===== src/rtl/mux_arb_pkg.sv =====
// Shared arbitration helpers: mode encodings and a round-robin pick function.
// Latency: not applicable (constants and a pure function).
// Backpressure: not applicable.
package mux_arb_pkg;

    localparam logic MODE_FIXED = 1'b0;
    localparam logic MODE_RR    = 1'b1;

    // Widest supported request vector and the matching pointer width.
    localparam int MAX_N = 16;
    localparam int PTR_W = 4;

    // One-hot pick of the first set bit at or above ptr, wrapping at MAX_N.
    // Callers with fewer channels zero-pad valid; the padding bits are never
    // set, so wrapping at MAX_N behaves exactly like wrapping at the real
    // channel count as long as ptr stays below it. ptr=0 gives lowest-index
    // priority.
    function automatic logic [MAX_N-1:0] rr_pick(
        input logic [MAX_N-1:0] valid,
        input logic [PTR_W-1:0] ptr
    );
        logic [MAX_N-1:0] gnt;
        logic             found;
        logic [PTR_W-1:0] idx;
        gnt   = '0;
        found = 1'b0;
        for (int i = 0; i < MAX_N; i++) begin
            idx = ptr + PTR_W'(i);
            if (!found && valid[idx]) begin
                gnt[idx] = 1'b1;
                found    = 1'b1;
            end
        end
        return gnt;
    endfunction

endpackage


===== src/rtl/mux_arb_grant.sv =====
// Combinational one-hot grant: fixed lowest-index priority or round-robin from ptr.
// Latency: zero cycles, purely combinational.
// Backpressure: none here; the caller qualifies the grant with its own load condition.
module mux_arb_grant
    import mux_arb_pkg::*;
#(
    parameter int N_IN  = 4,
    parameter int SEL_W = $clog2(N_IN)
) (
    input  logic [N_IN-1:0]  req,
    input  logic [SEL_W-1:0] ptr,
    input  logic             rr_mode,
    output logic [N_IN-1:0]  grant,
    output logic             grant_vld
);

    logic [MAX_N-1:0] req_pad;
    logic [MAX_N-1:0] grant_pad;
    logic [PTR_W-1:0] ptr_pad;

    // Fixed priority is round-robin starting from channel 0.
    assign req_pad   = MAX_N'(req);
    assign ptr_pad   = (rr_mode == MODE_FIXED) ? '0 : PTR_W'(ptr);
    assign grant_pad = rr_pick(req_pad, ptr_pad);
    assign grant     = grant_pad[N_IN-1:0];
    assign grant_vld = |grant_pad;

endmodule


===== src/rtl/mux_arb_nx1.sv =====
// N:1 arbitrating registered mux (MUX_ARB_LOCK_EN adds in_last/out_last packet locking).
// Latency: one cycle from accepted input beat to out_valid.
// Backpressure: out_valid & !out_ready stalls all inputs; drain and reload in one cycle gives full rate.
module mux_arb_nx1
    import mux_arb_pkg::*;
#(
    parameter int N_IN  = 4,
    parameter int WIDTH = 32,
    parameter int SEL_W = $clog2(N_IN)
) (
    input  logic                  clk,
    input  logic                  rst_n,
    input  logic [N_IN-1:0]       in_valid,
    input  logic [N_IN*WIDTH-1:0] in_data,
`ifdef MUX_ARB_LOCK_EN
    input  logic [N_IN-1:0]       in_last,
`endif
    output logic [N_IN-1:0]       in_ready,
    input  logic                  rr_mode,
    output logic                  out_valid,
    output logic [WIDTH-1:0]      out_data,
    output logic [SEL_W-1:0]      out_sel,
`ifdef MUX_ARB_LOCK_EN
    output logic                  out_last,
`endif
    input  logic                  out_ready
);

    logic [N_IN-1:0]  arb_grant;
    logic             arb_vld;
    logic [N_IN-1:0]  grant;
    logic             grant_vld;
    logic             load;
    logic             xfer;
    logic             rr_adv;
    logic [SEL_W-1:0] pick_idx;
    logic [WIDTH-1:0] pick_data;
    logic             pick_last;
    logic [SEL_W-1:0] next_ptr;

    logic             out_valid_q, out_valid_d;
    logic [WIDTH-1:0] out_data_q,  out_data_d;
    logic [SEL_W-1:0] out_sel_q,   out_sel_d;
    logic [SEL_W-1:0] rr_ptr_q,    rr_ptr_d;
`ifdef MUX_ARB_LOCK_EN
    logic             out_last_q,  out_last_d;
    logic             lock_q,      lock_d;
    logic [SEL_W-1:0] lock_ch_q,   lock_ch_d;
`endif

    mux_arb_grant #(
        .N_IN  (N_IN),
        .SEL_W (SEL_W)
    ) u_grant (
        .req       (in_valid),
        .ptr       (rr_ptr_q),
        .rr_mode   (rr_mode),
        .grant     (arb_grant),
        .grant_vld (arb_vld)
    );

`ifdef MUX_ARB_LOCK_EN
    // While a packet is open only its owner may be granted, even if it idles.
    always_comb begin
        grant     = arb_grant;
        grant_vld = arb_vld;
        if (lock_q) begin
            grant            = '0;
            grant[lock_ch_q] = in_valid[lock_ch_q];
            grant_vld        = in_valid[lock_ch_q];
        end
    end
`else
    assign grant     = arb_grant;
    assign grant_vld = arb_vld;
`endif

    // The output slot is free when empty or being drained this cycle.
    // in_ready is forced low during reset even though the slot reads empty.
    assign load     = !out_valid_q | out_ready;
    assign xfer     = grant_vld & load;
    assign in_ready = grant & {N_IN{load & rst_n}};

    // Encode the one-hot grant into an index and steer the granted data.
    always_comb begin
        pick_idx  = '0;
        pick_data = '0;
        pick_last = 1'b1;
        for (int i = 0; i < N_IN; i++) begin
            if (grant[i]) begin
                pick_idx  = SEL_W'(i);
                pick_data = in_data[i*WIDTH +: WIDTH];
`ifdef MUX_ARB_LOCK_EN
                pick_last = in_last[i];
`endif
            end
        end
    end

    // Pointer moves just past the winner, wrapping from the top channel to 0.
    assign next_ptr = (pick_idx == SEL_W'(N_IN - 1)) ? '0 : pick_idx + SEL_W'(1);
    // Without locking every beat counts as a packet end.
    assign rr_adv   = (rr_mode == MODE_RR) & pick_last;

    // Next-state: load on transfer, clear valid on a plain drain, else hold.
    always_comb begin
        out_valid_d = out_valid_q;
        out_data_d  = out_data_q;
        out_sel_d   = out_sel_q;
        rr_ptr_d    = rr_ptr_q;
`ifdef MUX_ARB_LOCK_EN
        out_last_d  = out_last_q;
        lock_d      = lock_q;
        lock_ch_d   = lock_ch_q;
`endif
        if (xfer) begin
            out_valid_d = 1'b1;
            out_data_d  = pick_data;
            out_sel_d   = pick_idx;
            if (rr_adv) begin
                rr_ptr_d = next_ptr;
            end
`ifdef MUX_ARB_LOCK_EN
            out_last_d = pick_last;
            lock_d     = !pick_last;
            lock_ch_d  = pick_idx;
`endif
        end else if (out_ready) begin
            out_valid_d = 1'b0;
        end
    end

    // State registers; reset discards any pending beat and open packet.
    always_ff @(posedge clk or negedge rst_n) begin
        if (!rst_n) begin
            out_valid_q <= 1'b0;
            out_data_q  <= '0;
            out_sel_q   <= '0;
            rr_ptr_q    <= '0;
`ifdef MUX_ARB_LOCK_EN
            out_last_q  <= 1'b0;
            lock_q      <= 1'b0;
            lock_ch_q   <= '0;
`endif
        end else begin
            out_valid_q <= out_valid_d;
            out_data_q  <= out_data_d;
            out_sel_q   <= out_sel_d;
            rr_ptr_q    <= rr_ptr_d;
`ifdef MUX_ARB_LOCK_EN
            out_last_q  <= out_last_d;
            lock_q      <= lock_d;
            lock_ch_q   <= lock_ch_d;
`endif
        end
    end

    assign out_valid = out_valid_q;
    assign out_data  = out_data_q;
    assign out_sel   = out_sel_q;
`ifdef MUX_ARB_LOCK_EN
    assign out_last  = out_last_q;
`endif

endmodule

===== config.mk =====
export PLATFORM = sky130hd
export DESIGN_NAME = mux_arb_nx1
export DESIGN_NICKNAME = d
export VERILOG_FILES = /design/src/rtl/mux_arb_pkg.sv /design/src/rtl/mux_arb_grant.sv /design/src/rtl/mux_arb_nx1.sv
export SDC_FILE = /design/constraint.sdc
export NUM_CORES = 1
export LEC_CHECK = 0
export ABC_CLOCK_PERIOD_IN_PS = 11400
export CAP_MARGIN = 10
export CORE_ASPECT_RATIO = 0.6
export CORE_MARGIN = 10
export CORE_UTILIZATION = 46
export CTS_BUF_LIST = sky130_fd_sc_hd__clkbuf_8
export CTS_CLUSTER_DIAMETER = 100
export DETAILED_ROUTE_END_ITERATION = 10
export PLACE_DENSITY = 0.89
export SYNTH_ARGS = -nofsm -noshare
export SYNTH_HDL_FRONTEND = slang
export SYNTH_SLANG_ARGS = --single-unit

===== constraint.sdc =====
create_clock -name clk -period 11.4 [get_ports clk]
set_input_delay 1.71 -clock clk [delete_from_list [all_inputs] [get_ports clk]]
set_output_delay 1.71 -clock clk [all_outputs]
set_load 0.01 [all_outputs]

# Word-level counts from Yosys, hierarchy flattened
# Index checks and enable logic that the tools add are counted.
dict set report word_totals {
  ff_bits 37
  output_inout_bits 39
  wordCells 228
}
dict set report op_classes {
  add_sub_neg 16
  n_lt_le_gt_ge 32
  n_eq_ne 1
  muxes 106
  bitwise_logic 19
  n_reduce_logical 50
}
# op n
set ops {}
lappend ops {{16-bit 2-to-1 mux} 16}
lappend ops {{16-bit bitwise OR} 15}
lappend ops {{32-bit 2-to-1 mux} 4}
lappend ops {{4-bit by 5-bit < comparator with 1-bit output (second input constant)} 16}
lappend ops {{1-bit binary-select mux with 4-bit select} 16}
lappend ops {{1-bit demux with 4-bit select} 16}
lappend ops {{4-bit by 1-bit greater-or-equal comparator with 1-bit output (second input constant)} 16}
lappend ops {{1-bit 2-to-1 mux} 50}
lappend ops {{4-bit adder (second input constant)} 8}
lappend ops {{1-bit logical AND} 31}
lappend ops {{4-bit by 3-bit adder with 4-bit output (second input constant)} 4}
lappend ops {{1-bit logical NOT} 16}
lappend ops {{16-bit OR reduction} 1}
lappend ops {{4-bit by 2-bit adder with 4-bit output (second input constant)} 2}
lappend ops {{2-bit 2-to-1 mux} 4}
lappend ops {{4-bit by 1-bit adder with 4-bit output (second input constant)} 1}
lappend ops {{4-bit bitwise AND} 1}
lappend ops {{2-bit by 1-bit adder with 2-bit output (second input constant)} 1}
lappend ops {{1-bit bitwise AND} 2}
lappend ops {{2-bit == test (second input constant)} 1}
lappend ops {{2-bit AND reduction} 1}
lappend ops {{2-bit nonzero test} 1}
lappend ops {{1-bit bitwise OR} 1}

# Depth between registers and ports, before layout
# Gate-level depths: netlist of run 1.
dict set report logic_depth {
  depth_word 54
  ltp_mapped 17
}

# Cells and area by module
# From an unflattened synthesis of run 1, not the netlist that was laid out.
dict set report hier_totals {
  cells_unflattened 384
  hier_area_um2 3201.8
}
# mod instances cells_per_inst area_each_um2
set by_module_without_submodules {}
lappend by_module_without_submodules {mux_arb_nx1 1 283 2454.9}
lappend by_module_without_submodules {mux_arb_grant 1 101 747.0}

# Worst setup path after synthesis of run 1
# Ideal clock, no wire load.
dict set report synth_path {
  kind {input-to-output}
  start {input port rr_mode}
  end {output port in_ready[2]}
  arrival_ns 4.516
  required_time_ns 9.690
  slack_ns 5.174
  stages 12
  path_cell_list {buf_2 -> and2_1 -> clkbuf_1 -> ha_1 -> buf_6 -> inv_4 -> mux4_2 -> nor4b_4 -> a221o_1 -> buf_6 -> clkbuf_1 -> nor2b_1}
}
dict set report synth_via {
  elab_chain_cells 50
  elab_cells_between_ends 205
}
# item line
set synth_rtl {}
lappend synth_rtl {{start: declaration} mux_arb_nx1.sv:19} ;# input logic rr_mode,
lappend synth_rtl {{2-bit 2-to-1 mux *} mux_arb_grant.sv:23} ;# assign ptr_pad = (rr_mode == MODE_FIXED) ? '0 : PTR_W'(ptr);
lappend synth_rtl {{branches (longest 47 deep; another with 4-bit by 5-bit < comparator with 1-bit output)} --}
lappend synth_rtl {{16-bit 2-to-1 mux *} mux_arb_pkg.sv:29} ;# if (!found && valid[idx]) begin
lappend synth_rtl {{4-bit bitwise AND *} mux_arb_nx1.sv:82} ;# assign in_ready = grant & {N_IN{load & rst_n}};
lappend synth_rtl {{end: declaration} mux_arb_nx1.sv:18} ;# output logic [N_IN-1:0] in_ready,
# Mark *: on every way between the ends. The select of a mux whose other input is x is not followed.

# Worst setup path after layout of run 1
dict set report layout_path {
  start {input port rr_mode}
  end {output port in_ready[0]}
}
# Same word-level chain as after synthesis.

==> reports/metrics.cfg, run 1 <==
[sta]
relSlewSlack_pct=30.8
setup_viol=0
hold_violations=0
finalCriticalPeriod_ns=7.34
hold_ws_ns=0.514
worst_slew_pin_slew_ns=1.04
fin_crit_sh_pct=64.3
rsz0062_at_grt=false
fmax_mhz=136
setup_tns_ns=0
drv_slew=0
skew_ns=0.00666

[synthesis]
synthesis.area_um2=3560
synthMuxAreaShare_pct=4.61
synth_top_family_by_area=compound AO/OA/AOI/OAI gates
synth_most_common_cell=inv_1
synth_xor_xnor_area_share_pct=0
synth-async-reset-ratio_pct=100
synth_compound_area_share_pct=47.7
ys_ff_latch=37
avgSynthCellArea_um2=10.1
synthAdderAreaFrac_pct=3.17
syn_nets=498
synthFlopType=dfrtp_1
ys_warn_count=0
synth.distinct_cells=54
synth_top_area_share_pct=26.0
synthTopCellsByArea=dfrtp_1 (26%), o32ai_2 (15%), a221oi_2 (13%), a21o_1 (7.0%), o21ai_0 (4.9%)
yosys.area.top_type=dfrtp_1
syn_inst=353
synth_edf_count=0
synthTopCellsByCount=inv_1 (44), dfrtp_1 (37), o21ai_0 (35), a21o_1 (33), o32ai_2 (32)
yosysSeqAreaShare_pct=26.0
yosys.area_share.simple_pct=7.78

[power]
leakage_nw=2.25
peakVddDrop_mv=0.185
p_total_mw=1.41
powerDensity_nw_per_um2=263

[cts]
clk_latency_ns=0.30
root_buffer=clkbuf_8
cts_tree=yes
cts_resized=0
cts_hold_buffers=0
cts_buffers=5
clkSinkCount=37
cts_buffer_depth=2
htreeDepth=2
post_cts_buffers=0
clkTransAtPathRegs_ns=0.07

[worst_setup_path]
start_kind=input port
setup.worst_path.class=input port to output pin
crit_required_ns=9.69
r2r-start=rr_ptr_q[0]$_DFFE_PN0P_
reg2reg_to=out_data[15]$_DFFE_PN0P_
endpoint_kind=output pin
r2r_cells=11
cp.arrival_ns=5.63
critPathMaxFanout=12
r2r_slack_ns=6.42

[floorplanning]
dieArea_um2=11800
die_w_um=134
chipHeight_um=88.1
initial_core_util_pct=48.1
core_um2=7390
rows=24
ios=175

[route]
routed_wl_um=14200
vias_per_cell=6.11
first_iter_violations=259
drtAntennaViolNets=0
vias=3723
dr.pass1.iters=6
routedWlPerCell_um=23.3
drc=0

[global_routing]
grt_overflow=0
antenna_found_initial=0
grt_pass1_vias=3862
gr-usage-all-layers_pct=22.9
grt_pass1_wl_um=21700
grt_max_degree=39

[placed_design]
io_buffers=174
place_hpwl_um=10800
place_congestion=0.924

[min_path]
whs_endpoint=out_data[30]$_DFFE_PN0P_
hold_depth=2
hp-start=out_data[30]$_DFFE_PN0P_
worstHoldPathType=flip-flop to flip-flop

[finish]
syn2layout_area_growth_pct=51.0
fin_util_pct=72.7
nets=650
antenna_cells=0
drive_gt1_share_pct=19.2

[run_status]
outcome=finished clean

[job]
maxCapViolCount=0

layout by cell type, fill, tap and decap left out, types with 2 or more instances in the layout:
cell,synthesis,routed
nor3_1,3,3
o32ai_2,32,32
dfrtp_1,37,37
nand2_1,7,7
o21ai_0,35,35
nor2_1,11,11
o211ai_1,5,5
o22ai_1,3,3
inv_1,44,45
mux2i_1,4,4
o32ai_1,3,3
a2111oi_0,2,2
clkbuf_8,0,6
a21o_1,33,33
a221oi_1,3,3
buf_4,6,7
a21oi_1,4,4
a211oi_1,3,3
mux2_2,5,5
a221oi_2,30,30
nand3_1,6,6
nor2b_1,2,2
and3_1,2,2
a21bo_2,2,2
ha_1,9,9
mux4_2,3,3
nand4_1,3,3
clkdlybuf4s50_1,0,173
and2_1,3,2
worst max path at each step:
stage                     startpoint     endpoint  slack [ns]  cells past startpoint
after floorplan              rr_mode  in_ready[2]        5.17                     12
after global placement       rr_mode  in_ready[0]        4.30                      9
after detailed placement     rr_mode  in_ready[0]        4.22                      9
after CTS                    rr_mode  in_ready[0]        4.20                      9
after global routing         rr_mode  in_ready[0]        3.90                      9
final                        rr_mode  in_ready[0]        4.06                      9
logic make-up (layout without fill, tap and decap cells):
logic type | count (synthesis) | after routing
adder cells (fa/ha/maj) | 9 | 9
flip-flops | 37 | 37
multiplexers | 12 | 12
AND/OR/NAND/NOR | 45 | 45
buffers and inverters | 82 | 234
AO/OA/AOI/OAI | 168 | 168
registers in the layout, summed over array words and instances (netlist names):
register   flops
out_valid      1
out_data      32
rr_ptr_q       2
out_sel        2
routing by layer:
layer	vias up	routed length, um	global-route usage (%)	part of all wire, %
met5	-	0	0	0
met4	0	259	4.92	1.8
met3	25	1390	8.23	9.8
met2	219	6360	37.4	45
met1	1812	6160	28.7	43
li1	1667	-	-	-
report_power, final:
| group | switching (mW) | total (mW) | internal, mW |
|---|---|---|---|
| clock | 0.0477 | 0.0948 | 0.0471 |
| combinational | 0.588 | 1.08 | 0.492 |
| sequential | 0.0394 | 0.235 | 0.195 |
| total | 0.676 | 1.41 | 0.735 |
per-stage QoR:
step,instance area [um2],setup slack [ns],instances
2_1_floorplan,3560,5.17,353
3_3_place_gp,5280,4.30,602
3_5_place_dp,5280,4.22,602
4_1_cts,5370,4.20,609
5_1_grt,5370,3.90,609
6_report,5370,4.06,609
layout make-up:
cell class	instances	area [um2]
Sequential cell	37	926
Tap cell	104	130
Inverter	46	175
Multi-Input combinational cell	234	2260
Fill cell	582	2020
Clock inverter	1	3.75
Clock buffer	6	82.6
Timing Repair Buffer	181	1790
worst max-delay path, stage by stage:
cell and delay (ns):
clkdlybuf4s50_1 0.69, nand2_1 0.32, ha_1 0.66, mux2i_1 0.19, o22ai_1 0.63, nor4b_4 0.16
a211oi_1 0.67, nor2_1 0.08, clkdlybuf4s50_1 0.50
Power figures use the tool's default switching activity.
==> run 2: changes to the inputs <==
--- a/config.mk
+++ b/config.mk
@@ -5,15 +5,15 @@
 export SDC_FILE = /design/constraint.sdc
 export NUM_CORES = 1
 export LEC_CHECK = 0
-export ABC_CLOCK_PERIOD_IN_PS = 11400
+export ABC_CLOCK_PERIOD_IN_PS = 6150
 export CAP_MARGIN = 10
 export CORE_ASPECT_RATIO = 0.6
 export CORE_MARGIN = 10
-export CORE_UTILIZATION = 46
+export CORE_UTILIZATION = 38
 export CTS_BUF_LIST = sky130_fd_sc_hd__clkbuf_8
 export CTS_CLUSTER_DIAMETER = 100
 export DETAILED_ROUTE_END_ITERATION = 10
-export PLACE_DENSITY = 0.89
+export PLACE_DENSITY = 0.78
 export SYNTH_ARGS = -nofsm -noshare
 export SYNTH_HDL_FRONTEND = slang
 export SYNTH_SLANG_ARGS = --single-unit
==> constraint.sdc (replaced) <==
create_clock -name clk -period 6.15 [get_ports clk]
set_input_delay 0.9225 -clock clk [delete_from_list [all_inputs] [get_ports clk]]
set_output_delay 0.9225 -clock clk [all_outputs]
set_load 0.01 [all_outputs]
==> run 2 against run 1 <==
Against the previous run:
- sequential share of layout area down 0.34 points
- critical path depth rose by 2
- global-route usage decreased by 2.9 points
- worst hold slack improved by 0.0056 ns
- register-to-register slack got worse by 4.7 ns
- critical path type unchanged
- final area grew 2.0%
- core utilization fell by 13 points
- sequential power is 89% higher
- wire length increased by 0.65%
- highest routed layer unchanged
- flip-flop and latch count stayed put
- worst setup slack worse by 3.5 ns
==> reports/metrics.cfg, run 2 (synthesized netlist as in run 1, its figures left out) <==
[power]
p_total_mw=2.65  ; +88%
leakage_nw=2.28  ; +1.5%
powerDensity_nw_per_um2=484  ; +84%
peakVddDrop_mv=0.234  ; +26%

[route]
vias=3586  ; -3.7%
drc=0  ; unchanged
first_iter_violations=315  ; +22%
routedWlPerCell_um=22.2  ; -4.5%
dr.pass1.iters=5  ; -1
vias_per_cell=5.59  ; -8.6%
routed_wl_um=14300  ; +0.65%
drtAntennaViolNets=0  ; unchanged

[global_routing]
grt.met1_usage_pct=24.7  ; -4.0 points
grt_overflow=0  ; unchanged
grt_util_met3_pct=9.47  ; +1.2 points
grtUsageMet2_pct=32.2  ; -5.2 points
grt_pass1_wl_um=21700  ; about the same
grt_pass1_vias=3837  ; -0.65%
gr-usage-all-layers_pct=20.0  ; -2.9 points
antenna_found_initial=1  ; +1
grt.busiest_layer=met2
grt_max_degree=39  ; unchanged

[worst_setup_path]
start_kind=input port
r2r_slack_ns=1.68  ; -4.74 ns
endpoint_kind=output pin
r2r_cells=12  ; +1
reg2reg_to=out_data[16]$_DFFE_PN0P_
worst_path_max_delay_cell=clkdlybuf4s50_1
r2r-start=rr_ptr_q[0]$_DFFE_PN0P_
critPathMaxStageDelay_ns=0.70  ; about the same
cp.arrival_ns=4.70  ; -0.93 ns
path_cells=clkdlybuf4s50_1 > nand2_1 > ha_1 > mux2i_1 > o22ai_1 > nor2_1 > o32ai_1 > a211oi_2 > buf_4 > nor2_1 > clkdlybuf4s50_1
critPathMaxFanout=12  ; unchanged
crit_buf_inv=3  ; +1
crit_required_ns=5.23  ; -4.46 ns
setup.worst_path.class=input port to output pin
cp_top_family=buffers and inverters

[cts]
cts_tree=yes
clkSinkCount=37  ; unchanged
root_buffer=clkbuf_8
clkTransAtPathRegs_ns=0.08  ; about the same
cts_buffers=5  ; unchanged
clk_latency_ns=0.29  ; about the same
cts_resized=0  ; unchanged
htreeDepth=2  ; unchanged
cts_hold_buffers=0  ; unchanged
cts_buffer_depth=2  ; unchanged
post_cts_buffers=0  ; unchanged

[sta]
drv_slew=0  ; unchanged
relSlewSlack_pct=38.8  ; +8.0 points
hold_violations=0  ; unchanged
setup_viol=0  ; unchanged
worst_slew_pin_slew_ns=0.919  ; -0.120 ns
skew_ns=0.0124  ; +0.00573 ns
setup_tns_ns=0  ; unchanged
fmax_mhz=178
finalCriticalPeriod_ns=5.62
fin_crit_sh_pct=91.4
rsz0062_at_grt=false

[finish]
final_common_cell=clkdlybuf4s50_1
largest_reg_flops=32  ; unchanged
final_cell_mix=clkdlybuf4s50_1 (173), inv_1 (44), dfrtp_1 (37)
final_cell_area_um2=5480  ; +2.0%
drive_gt1_share_pct=20.5  ; +1.3 points
nets=655  ; +0.77%
syn2layout_area_growth_pct=54.0
fillers=760  ; +31%

[min_path]
hp-start=out_data[14]$_DFFE_PN0P_
worstHoldPathType=flip-flop to flip-flop
hold_depth=2  ; unchanged
whs_endpoint=out_data[14]$_DFFE_PN0P_

[floorplanning]
die_w_um=145  ; +8.5%
rows=27  ; +13%
dieArea_um2=13800  ; +17%
core_um2=9160  ; +24%
ios=175  ; unchanged
initial_core_util_pct=38.8  ; -9.3 points
chipHeight_um=94.9  ; +7.7%

[placed_design]
io_buffers=174  ; unchanged
place_congestion=1.01  ; +9.4%
placed_area_um2=5380  ; +1.8%
place_hpwl_um=11000  ; +1.7%

[job]
maxCapViolCount=0  ; unchanged

[run_status]
outcome=finished clean

[run 2: cell count changes in the layout (fill, tap and decap cells not counted)]
cell / delta
inv_1: -1
buf_4: +3
clkinv_2: +1
buf_12: +2
diode_2: +1
a221o_2: +1
clkinv_4: +1
a221o_1: -1
[run 2: cell type report]
cell class	instances	area, um2	share of cell area (%)
diodes	1	2.50	0.0457
clock buffers	6	82.6	1.51
clock inverters	2	13.8	0.251
inverters	46	175	3.20
multi-input cells	234	2260	41.3
flip-flops and latches	37	926	16.9
well taps	130	163	2.97
repair buffers	186	1850	33.8
[run 2: routing by layer]
metal | up-vias | part of all wire [%]
li1 | 1683 | -
met4 | 0 | 0.13
met1 | 1732 | 42
met5 | - | 0
met2 | 169 | 44
met3 | 2 | 13
[run 2: power by group]
part / switching (mW) / internal, mW
clock network: 0.0977 / 0.0911
registers: 0.0825 / 0.361
logic: 1.06 / 0.963
[run 2: per-stage QoR]
stage / hold WS [ns] / utilization [%] / worst slack (ns) / std cells
after floorplan: 0.550 / - / 1.50 / 353
after global placement: 0.490 / 58.8 / 0.716 / 633
after detailed placement: 0.496 / 58.8 / 0.660 / 633
after CTS: 0.525 / 59.8 / 0.639 / 641
after global routing: 0.548 / 59.8 / 0.364 / 641
final: 0.520 / 59.8 / 0.527 / 642
[run 2: worst max path at each step]
stage | end | cells past startpoint | from | slack [ns]
after floorplan | in_ready[2] | 12 | rr_mode | 1.50
after global placement | in_ready[1] | 10 | rr_mode | 0.72
after detailed placement | in_ready[1] | 11 | rr_mode | 0.66
after CTS | in_ready[1] | 11 | rr_mode | 0.64
after global routing | in_ready[1] | 11 | rr_mode | 0.36
final | in_ready[1] | 11 | rr_mode | 0.53
[run 2: tightest hold or removal path, stage by stage (launching register included)]
cell and delay (ns):
dfrtp_1 0.35, inv_1 0.05, o32ai_2 0.08
